### config.mk
export PLATFORM = sky130hd
export DESIGN_NAME = clkdiv_bank
export DESIGN_NICKNAME = d
export VERILOG_FILES = /design/src/rtl/clkdiv_pkg.sv /design/src/rtl/clkdiv_chan.sv /design/src/rtl/clkdiv_bank.sv
export SDC_FILE = /design/constraint.sdc
export NUM_CORES = 1
export LEC_CHECK = 0
export ABC_AREA = 1
export CORE_ASPECT_RATIO = 1.5
export CORE_MARGIN = 3
export CORE_UTILIZATION = 51
export CTS_BUF_LIST = sky130_fd_sc_hd__clkbuf_8
export CTS_CLUSTER_DIAMETER = 150
export DETAILED_ROUTE_END_ITERATION = 12
export GPL_ROUTABILITY_DRIVEN = 0
export PLACE_DENSITY_LB_ADDON = 0.1
export SLEW_MARGIN = 40
export SYNTH_ARGS = -nofsm -noshare
export SYNTH_HDL_FRONTEND = slang
export SYNTH_HIERARCHICAL = 1
export SYNTH_SLANG_ARGS = --single-unit
### constraint.sdc
create_clock -name iclk -period 6.2 [get_ports iclk]
set_clock_uncertainty 0.15 [all_clocks]
set_input_delay 1.24 -clock iclk [delete_from_list [all_inputs] [get_ports iclk]]
set_output_delay 1.24 -clock iclk [all_outputs]
set_load 0.01 [all_outputs]
### src/rtl/clkdiv_pkg.sv
// clkdiv_pkg: shared constants and helpers for the clock divider bank.
//   CH_MAX     largest supported channel count
//   WIDTH_DEF  default half-period width
//   half_t     half-period value at the default width
//   addr_w()   channel-select width for a given channel count (at least 1)
package clkdiv_pkg;

    localparam int CH_MAX    = 16;
    localparam int WIDTH_DEF = 32;

    typedef logic [WIDTH_DEF-1:0] half_t;

    function automatic int addr_w(input int n);
        return (n <= 1) ? 1 : $clog2(n);
    endfunction

endpackage

### src/rtl/clkdiv_chan.sv
// clkdiv_chan: one divider channel.
//   iclk, irst_n  clock, synchronous active-low reset
//   en_i          run enable
//   sync_i        restart in phase (counter and output cleared)
//   we_i, data_i  write of a new half-period into the shadow register
//   oclk_o        divided clock, period 2*H, 50% duty
//   otick_o       one-cycle strobe on each rising transition of oclk_o
// A new half-period sits in the shadow register and is copied into the active
// register only at a wrap, or whenever the channel is idle, so a period never
// gets cut short.
module clkdiv_chan
    import clkdiv_pkg::*;
#(
    parameter int          WIDTH        = WIDTH_DEF,
    parameter int unsigned DEFAULT_HALF = 2
) (
    input  logic             iclk,
    input  logic             irst_n,
    input  logic             en_i,
    input  logic             sync_i,
    input  logic             we_i,
    input  logic [WIDTH-1:0] data_i,
    output logic             oclk_o,
    output logic             otick_o
);

    localparam logic [WIDTH-1:0] DEF_H = WIDTH'(DEFAULT_HALF);

    logic [WIDTH-1:0] h_s_q, h_s_d;
    logic [WIDTH-1:0] h_a_q, h_a_d;
    logic [WIDTH-1:0] cnt_q, cnt_d;
    logic             clk_q, clk_d;
    logic             tick_q, tick_d;
    logic             wrap;

    always_comb begin
        // A same-edge write bypasses straight into the active-register load.
        h_s_d  = we_i ? data_i : h_s_q;
        h_a_d  = h_a_q;
        cnt_d  = cnt_q;
        clk_d  = clk_q;
        tick_d = 1'b0;
        wrap   = (cnt_q == (h_a_q - WIDTH'(1)));

        if (sync_i || !en_i || (h_a_q == '0)) begin
            cnt_d = '0;
            clk_d = 1'b0;
            h_a_d = h_s_d;
        end else if (wrap) begin
            cnt_d  = '0;
            clk_d  = ~clk_q;
            tick_d = ~clk_q;
            h_a_d  = h_s_d;
        end else begin
            cnt_d = cnt_q + WIDTH'(1);
        end
    end

    always_ff @(posedge iclk) begin
        if (!irst_n) begin
            h_s_q  <= DEF_H;
            h_a_q  <= DEF_H;
            cnt_q  <= '0;
            clk_q  <= 1'b0;
            tick_q <= 1'b0;
        end else begin
            h_s_q  <= h_s_d;
            h_a_q  <= h_a_d;
            cnt_q  <= cnt_d;
            clk_q  <= clk_d;
            tick_q <= tick_d;
        end
    end

    assign oclk_o  = clk_q;
    assign otick_o = tick_q;

endmodule

### src/rtl/clkdiv_bank.sv
// clkdiv_bank: NUM_CH independent programmable clock dividers.
//   iclk, irst_n  system clock, synchronous active-low reset
//   ien           per-channel run enable
//   isync         one-cycle pulse restarting every channel in phase
//   iwe, iaddr    half-period write strobe and channel select
//   idata         new half-period value
//   oclk          divided clocks
//   otick         one-cycle strobes on each oclk rising transition
module clkdiv_bank
    import clkdiv_pkg::*;
#(
    parameter  int          NUM_CH       = 4,
    parameter  int          WIDTH        = 32,
    parameter  int unsigned DEFAULT_HALF = 2,
    localparam int          AW           = addr_w(NUM_CH)
) (
    input  logic              iclk,
    input  logic              irst_n,
    input  logic [NUM_CH-1:0] ien,
    input  logic              isync,
    input  logic              iwe,
    input  logic [AW-1:0]     iaddr,
    input  logic [WIDTH-1:0]  idata,
    output logic [NUM_CH-1:0] oclk,
    output logic [NUM_CH-1:0] otick
);

    logic [NUM_CH-1:0] we_ch;

    for (genvar i = 0; i < NUM_CH; i++) begin : g_ch
        // Addresses at or above NUM_CH match no channel, so such writes drop.
        localparam logic [AW-1:0] SEL = AW'(i);

        assign we_ch[i] = iwe && (iaddr == SEL);

        clkdiv_chan #(
            .WIDTH        (WIDTH),
            .DEFAULT_HALF (DEFAULT_HALF)
        ) u_chan (
            .iclk    (iclk),
            .irst_n  (irst_n),
            .en_i    (ien[i]),
            .sync_i  (isync),
            .we_i    (we_ch[i]),
            .data_i  (idata),
            .oclk_o  (oclk[i]),
            .otick_o (otick[i])
        );
    end

endmodule

# After elaboration in Yosys (flattened, before gate mapping)
# Index checks and enable logic that the tools add are counted.
[totals]
register_bits = 392
inputBits = 42
out_inout_bits = 8
[op_classes]
n_addsub = 8
n_eq_ne = 7
n_mux = 12
bitwise = 9
reduce_logical = 37
[ops]
columns = ["cell", "n"]
rows = [
  ["$mux W32", 12],
  ["$add A32 B1 Y32 const B", 4],
  ["$eq A32 B32 Y1", 4],
  ["$logic_not A32 Y1", 4],
  ["$sub A32 B1 Y32 const B", 4],
  ["$reduce_or A3 Y1", 8],
  ["$not A1 Y1", 9],
  ["$logic_or A1 B1 Y1", 8],
  ["$reduce_bool A2 Y1", 4],
  ["$reduce_or A2 Y1", 4],
  ["$eq A2 B2 Y1 const B", 2],
  ["$logic_and A1 B1 Y1", 4],
  ["$logic_not A1 Y1", 4],
  ["$eq A2 B1 Y1 const B", 1],
  ["$logic_not A2 Y1", 1],
]

# Depth between registers and ports, before layout
# Gate-level depths: netlist of run 1.
[depth]
ltp_word = 5
mapped_depth = 21

# By module
# The synthesis of run 1 kept the hierarchy.
[modules_own_cells]
columns = ["mod", "n_inst", "cells_per_inst", "area_each_um2", "seq_area_each_um2"]
rows = [
  ["clkdiv_chan at g_ch[0].u_chan ...", 3, 822, 5724.2, 1961.9],
  ["clkdiv_chan at g_ch[3].u_chan", 1, 827, 5604.1, 1961.9],
  ["clkdiv_bank", 1, 8, 30.0, 0.0],
]

# Least setup slack after synthesis of run 1
# No wires, ideal clock.
[synth_path]
path_kind = "input to register"
from = "input port iaddr[0]"
to = "register g_ch[2].u_chan.h_a_q[10]"
arrival_ps = 2603
setup_slack_ps = 3330
stages = 8
n_path_buf = 2
path_cell_list = "inv_1 > nand2_1 > nor2_1 > clkbuf_1 > buf_1 > mux2i_1 > a21boi_0 > nor2_1"
[synth_via]
elab_chain_cells = 5
[synth_rtl]
columns = ["item", "line", "rtl"]
rows = [
  ["start, declared", "clkdiv_bank.sv:22", "input logic [AW-1:0] iaddr,"],
  ["$eq A2 B2 Y1 (*)", "clkdiv_bank.sv:34", "assign we_ch[i] = iwe && (iaddr == SEL);"],
  ["$logic_and A1 B1 Y1 (*)", "clkdiv_bank.sv:34", ""],
  ["via we_ch[2]", "clkdiv_bank.sv:28", "logic [NUM_CH-1:0] we_ch;"],
  ["$mux W32 (*)", "clkdiv_chan.sv:38", "h_s_d = we_i ? data_i : h_s_q;"],
  ["$mux W32", "clkdiv_chan.sv:49", "end else if (wrap) begin"],
  ["$mux W32 (*)", "clkdiv_chan.sv:45", "if (sync_i || !en_i || (h_a_q == '0)) begin"],
  ["end signal, assigned", "clkdiv_chan.sv:62", "h_a_q <= DEF_H;"],
  ["end signal, assigned", "clkdiv_chan.sv:68", "h_a_q <= h_a_d;"],
  ["end, declared", "clkdiv_chan.sv:30", "logic [WIDTH-1:0] h_a_q, h_a_d;"],
]
# Mark *: on every way through the listed nets, which the timed path passes. The rest lies on a longest branch. The select of a mux whose other input is x is not followed.
# A chain may end at the register's enable or synchronous reset.

# Final worst setup path of run 1
[layout_path]
from = "register g_ch[0].u_chan.h_a_q[0]"
to = "register g_ch[0].u_chan.cnt_q[2]"
[layout_via]
elab_chain_cells = 3
[layout_rtl]
columns = ["item", "line", "rtl"]
rows = [
  ["start, declared", "clkdiv_chan.sv:30", ""],
  ["start signal, assigned", "clkdiv_chan.sv:62", ""],
  ["start signal, assigned", "clkdiv_chan.sv:68", ""],
  ["$sub A32 B1 Y32 / $logic_not A32 Y1 (equally long branches)", "clkdiv_chan.sv:43, clkdiv_chan.sv:45", ""],
  ["$eq A32 B32 Y1 / $logic_or A1 B1 Y1 (equally long branches)", "clkdiv_chan.sv:43, clkdiv_chan.sv:45", ""],
  ["$reduce_or A3 Y1 (no source line) (*)", "n/a", ""],
  ["end signal, assigned", "clkdiv_chan.sv:69", "cnt_q <= cnt_d;"],
  ["end, declared", "clkdiv_chan.sv:31", "logic [WIDTH-1:0] cnt_q, cnt_d;"],
]
# Every way passes the cells marked *; elsewhere a longest branch is shown, timed or not.

==> impl_metrics.ini, run 1 <==
[run_status]
status = complete, no violations

[cts]
clk_latency_ps = 650
clockRootBuffer = clkbuf_8
cts_tree = done
cts_max_path_buffers = 3
cts_sinks = 392
cts_buffers = 58
cts_hold_buf = 0
post_cts_resized = 0
cts_max_level = 2
clkTransAtPathRegs_ps = 70
cts_setup_buffers = 0

[final_layout]
area_growth_pct = 9.145
final_common_cell = nand2_1
multi_input_area_sq_um = 13050
drive_above_1_share_pct = 8.331
fill_cells = 4381
final_cell_mix = nand2_1 (815), nor2_1 (638), dfxtp_1 (392)
final-seq-area_sq_um = 7848
nNetsFinal = 3367
postLayoutCellArea_sq_um = 24890

[global_route]
grt_pass1_wl_mm = 95.79
grt_pass1_vias = 19250
grt-ovfl-total = 0
antenna_found_initial = 1
grt_max_degree = 68
grtUsageTotal_pct = 24.66

[floorplan]
die_w_um = 178.7
io_pins = 50
die_area_sq_um = 47350
die_h_um = 265.0
core-area_sq_um = 43990
start_util_pct = 51.85
placementRows = 94

[sta]
hold_ws_ps = 332.5
setup_viol = 0
fin_crit_ps = 3485
setup_tns_ps = 0
setup_ws_ps = 2715
fin_crit_sh_pct = 56.21
slew_headroom_pct = 55.31
tightest_slew_ps = 670.3
slew_viol_final = 0
hold_viol_final = 0
grt_setup_unrepaired = false
fmax_mhz = 286.9

[setup_path]
cp_max_fo = 66
worst_path_max_delay_cell = nand3_4
arrival_ps = 3870
startpoint = g_ch[0].u_chan/h_a_q[0]
crit_buf_inv = 3
critPathRequiredTime_ps = 6590
cp_common_cell = nand2_1
timing.rr.start = g_ch[0].u_chan/h_a_q[0]
slowest_delay_ps = 560
critPathKind = reg2reg
start_kind = flop
critical_path.top_delay_family = simple AND/OR/NAND/NOR gates
end_kind = flop
cp_cell_sequence = inv_2 > ha_1 > nand3_2 > inv_1 > nand2_1 > nor2_1 > nand2_1 > nand2_1 > nand2_1 > nor2_1 > nor2_1 > nand2_1 > nor2_1 > nand3_2 > buf_4 > nand3_4 > nor3_1

[synthesis]
ys_seq_elements = 392
synthMuxAreaShare_pct = 5.267
yosysSeqAreaShare_pct = 34.41
synth_compound_area_share_pct = 6.106
ys_types = 44
synth_top_family_by_area = simple AND/OR/NAND/NOR gates
synth_nets = 3351
syn_area_sq_um = 22810
synth_xor_area_share_pct = 5.503
synth_fa_ha_area_share_pct = 0.4389
syn_area_per_cell_sq_um = 6.909
synth-simple-area-share_pct = 39.65
syn_inst = 3301
synth_warnings = 6

[placement]
placed_area_sq_um = 23640
dp_worst_setup_slack_ps = 2342
io_buffers = 49
hpwl_mm = 43.42

[route]
drc = 0
postRouteAntennaNets = 0
dr.first_iter.drc_count = 1124
vias = 20200
wl_per_cell_um = 14.94
firstDrtPassIters = 6
finalWirelength_mm = 58.84
viasPerCell = 5.130

[hold_path]
min_from = g_ch[2].u_chan/h_s_q[27]
hp-class = reg2reg

[pwr]
powerDensity_nw_per_um2 = 233.6
vdd_drop_max_uv = 157.2
leakagePower_nw = 10.49

[run]
maxCapViolations = 0
-- stage by stage --
| step | util, % | power (mW) | std cells |
|---|---|---|---|
| 2_1_floorplan | - | 3.388 | 3301 |
| 3_3_place_gp | 53.40 | 3.605 | 3824 |
| 3_5_place_dp | 53.75 | 3.626 | 3833 |
| 4_1_cts | 56.56 | 5.872 | 3937 |
| 5_1_grt | 56.59 | 6.110 | 3938 |
| 6_report | 56.59 | 5.814 | 3938 |
-- synthesized netlist by cell type --
cell type / number / area share, %
nand3_2: 10 / 0.44
buf_1: 15 / 0.25
clkinv_1: 1 / 0.016
nand4_1: 62 / 1.7
nand2_4: 1 / 0.049
clkbuf_1: 48 / 0.79
a21oi_2: 18 / 0.69
mux2i_1: 120 / 5.3
nor3b_1: 1 / 0.033
xnor2_1: 58 / 2.2
or2_0: 1 / 0.027
nand3_1: 178 / 3.9
nand3_4: 4 / 0.31
nor2_8: 3 / 0.26
inv_1: 333 / 5.5
nor2_2: 33 / 0.91
o21bai_1: 6 / 0.20
buf_6: 26 / 1.3
nor4_2: 6 / 0.33
nor2_1: 642 / 11
dfxtp_1: 392 / 34
or3_1: 4 / 0.11
o31ai_1: 1 / 0.033
a21boi_1: 69 / 2.3
buf_4: 5 / 0.16
inv_2: 15 / 0.25
buf_2: 18 / 0.40
nand2_1: 815 / 13
nor2_4: 16 / 0.79
xor2_1: 59 / 2.3
nor4_1: 5 / 0.14
or2_1: 4 / 0.11
o21ai_0: 15 / 0.33
nand2_2: 13 / 0.36
nand3b_1: 98 / 3.2
a21oi_1: 22 / 0.48
ha_1: 8 / 0.44
nor3_2: 40 / 1.8
xnor3_1: 6 / 0.59
a21boi_0: 51 / 1.7
nor3_1: 56 / 1.2
o21ai_1: 18 / 0.40
xor3_1: 4 / 0.42
a31oi_1: 1 / 0.027
-- state kept, by name, indices dropped and copies added (netlist names) --
name                 cells
g_ch.u_chan/otick_o      4
g_ch.u_chan/cnt_q      128
g_ch.u_chan/h_a_q      128
g_ch.u_chan/oclk_o       4
g_ch.u_chan/h_s_q      128
-- cell type report --
type                            instances  share of cell area, %
Antenna cell                            1                0.01005
Timing Repair Buffer                   68                  2.905
Multi-Input combinational cell       2448                  52.44
Clock inverter                         31                 0.9249
Inverter                              349                  5.263
Sequential cell                       392                  31.53
Clock buffer                           73                  4.036
Tap cell                              576                  2.895
-- worst min-delay path, stage by stage, from the launching register on --
cell and delay [ps]:
dfxtp_1 300, mux2i_1 60, nor2_1 80
-- power breakdown --
| group | switching (mW) | internal [mW] | total, mW |
|---|---|---|---|
| clock | 1.04 | 1.19 | 2.23 |
| sequential | 0.0771 | 2.60 | 2.68 |
| combinational | 0.576 | 0.328 | 0.904 |
-- path summary, 6_finish.rpt --
path	end	slack, ps	cells after the start
worst max register to register	g_ch[0].u_chan/cnt_q[2]	2720	17
worst max-delay path	g_ch[0].u_chan/cnt_q[2]	2720	17
worst min register to register	g_ch[2].u_chan/h_s_q[27]	330	2
worst min-delay path	g_ch[2].u_chan/h_s_q[27]	330	2
-- layer usage --
metal	vias up	part of all wire, %	GRT usage [%]
li1	10520	-	-
met1	9189	43	31.10
met2	376	49	42.83
met3	119	3.5	2.938
met4	0	3.9	9.254
met5	-	0	0
-- logic make-up (layout without fill, tap and decap cells) --
| family | count (synthesis) | in the layout |
|---|---|---|
| AO/OA/AOI/OAI | 201 | 201 |
| AND/OR/NAND/NOR | 1992 | 1992 |
| multiplexers | 120 | 120 |
| buffers and inverters | 461 | 521 |
| flip-flops | 392 | 392 |
| other | 0 | 1 |
| XOR/XNOR | 127 | 127 |
| adder cells (fa/ha/maj) | 8 | 8 |
Power figures use the tool's default switching activity.
==> inputs of run 2 (changes only) <==
clock period = 3.3 ns   (was 6.2 ns; I/O delays follow)
==> run 2 against run 1 <==
Total power up 89%. Setup slack worse by 2300 ps. First-iteration DRC count up 0.71%. Highest routed layer unchanged. Global-route usage down 0.11 points. Register-to-register slack worse by 2300 ps. Via count up 0.40%. Sequential share of layout area down 0.23 points. Sequential power up 88%. Largest power group unchanged. Clock power up 90%. Worst hold slack worse by 1.9 ps. Maximum frequency up 19%. Final cell count up 0.30%.
==> impl_metrics.ini, run 2 (same netlist as run 1, synthesis figures left out) <==
[sta]
setup_viol = 0
slew_viol_final = 0
fin_crit_sh_pct = 88.54
hold_ws_ps = 330.7
tightest_slew_ps = 764.3
fmax_mhz = 342.2
setup_tns_ps = 0
fin_crit_ps = 2922
hold_viol_final = 0
grt_setup_unrepaired = false
slew_headroom_pct = 48.89

[route]
firstDrtPassIters = 7
drc = 0
finalWirelength_mm = 58.85
vias = 20280
wl_per_cell_um = 14.90
dr.first_iter.drc_count = 1132
postRouteAntennaNets = 0
viasPerCell = 5.135

[setup_path]
reg2reg_slack_ps = 380
critPathRequiredTime_ps = 3660
critPathKind = reg2reg
end_kind = flop
timing.rr.start = g_ch[3].u_chan/h_a_q[0]
r2r_end = g_ch[3].u_chan/h_a_q[7]
rr_worst_depth = 14
cp_max_fo = 49
arrival_ps = 3280
start_kind = flop

[cts]
cts_setup_buffers = 0
cts_max_path_buffers = 3
cts_tree = done
post_cts_resized = 0
cts_hold_buf = 0
cts_sinks = 392
cts_max_level = 2
clkTransAtPathRegs_ps = 70
clockRootBuffer = clkbuf_8
cts_buffers = 59
clk_latency_ps = 630

[pwr]
leakagePower_nw = 10.58
vdd_drop_max_uv = 311.0
powerDensity_nw_per_um2 = 437.5

[global_route]
antenna_found_initial = 1
grt_pass1_vias = 19240
grtUsageTotal_pct = 24.55
grt-ovfl-total = 0
grt_max_degree = 67
grt_pass1_wl_mm = 95.76

[final_layout]
top_regs = g_ch.u_chan/cnt_q (128), g_ch.u_chan/h_a_q (128), g_ch.u_chan/h_s_q (128)
postLayoutCellArea_sq_um = 25080
area_growth_pct = 9.952
drive_above_1_share_pct = 8.598
final_common_cell = nand2_1
final_cells = 3950
nNetsFinal = 3381
final_cell_mix = nand2_1 (815), nor2_1 (638), dfxtp_1 (392)

[hold_path]
min_to = g_ch[1].u_chan/h_s_q[1]
hp-class = reg2reg
hold_depth = 2
min_from = g_ch[1].u_chan/h_s_q[1]

[floorplan]
die_h_um = 265.0
die_w_um = 178.7
placementRows = 94
die_area_sq_um = 47350
start_util_pct = 51.85
io_pins = 50
core-area_sq_um = 43990

[run_status]
status = complete, no violations

[placement]
io_buffers = 49
placed_area_sq_um = 23830
dp_cells = 3846
hpwl_mm = 44.12

[run]
maxCapViolations = 0
-- run 2: critical path, stage by stage, from the launching register on --
cell and delay, ps:
dfxtp_1 310, inv_1 120, ha_1 240, nand2_2 130, inv_1 100, nand2_1 90, nor2_1 200, xor3_1 300
nand3_1 170, nor2_2 70, nand2_4 170, buf_4 450, nand3_1 140, nand2_1 90, nor2_1 40
-- run 2: power breakdown --
part	total [mW]	internal, mW	leakage [nW]	switching [mW]
sequential	5.03	4.89	3.19	0.145
clock	4.23	2.27	0.683	1.96
combinational	1.71	0.631	6.71	1.08
total	11.0	7.79	10.6	3.18
-- run 2: area by class of cell --
type	count	area, sq um
fillers	4305	18910
flip-flops and latches	392	7848
well taps	576	720.7
clock buffers	75	1032
clock inverters	28	214.0
repair buffers	81	903.4
multi-input cells	2448	13050
diodes	1	2.502
inverters	349	1310
-- run 2: how the worst max path moves through the flow --
stage	start	end	slack (ps)	cells past startpoint
after floorplan	iaddr[0]	g_ch[2].u_chan/h_a_q[10]	1010	8
after global placement	g_ch[3].u_chan/h_a_q[0]	g_ch[3].u_chan/h_a_q[4]	420	16
after detailed placement	g_ch[2].u_chan/h_a_q[0]	g_ch[2].u_chan/h_a_q[24]	390	14
after CTS	g_ch[2].u_chan/h_a_q[0]	g_ch[2].u_chan/h_a_q[24]	380	14
after global routing	g_ch[3].u_chan/h_a_q[0]	g_ch[3].u_chan/h_a_q[4]	50	16
final	g_ch[3].u_chan/h_a_q[0]	g_ch[3].u_chan/h_a_q[7]	380	14
-- run 2: routing by layer --
metal / wire (um) / track usage (%) / vias up
li1: - / - / 10520
met1: 25710 / 30.72 / 9245
met2: 28410 / 42.34 / 389
met3: 2063 / 2.852 / 124
met4: 2672 / 10.54 / 0
met5: 0 / 0 / -
-- run 2: per-stage QoR --
step | setup WS, ps | utilization, % | power (mW)
after CTS | 383.9 | 57.00 | 11.10
final | 378.1 | 57.01 | 10.97
after detailed placement | 394.7 | 54.17 | 6.835
after global placement | 419.0 | 54.17 | 6.812
after floorplan | 1010 | - | 6.365
after global routing | 49.27 | 57.01 | 11.52
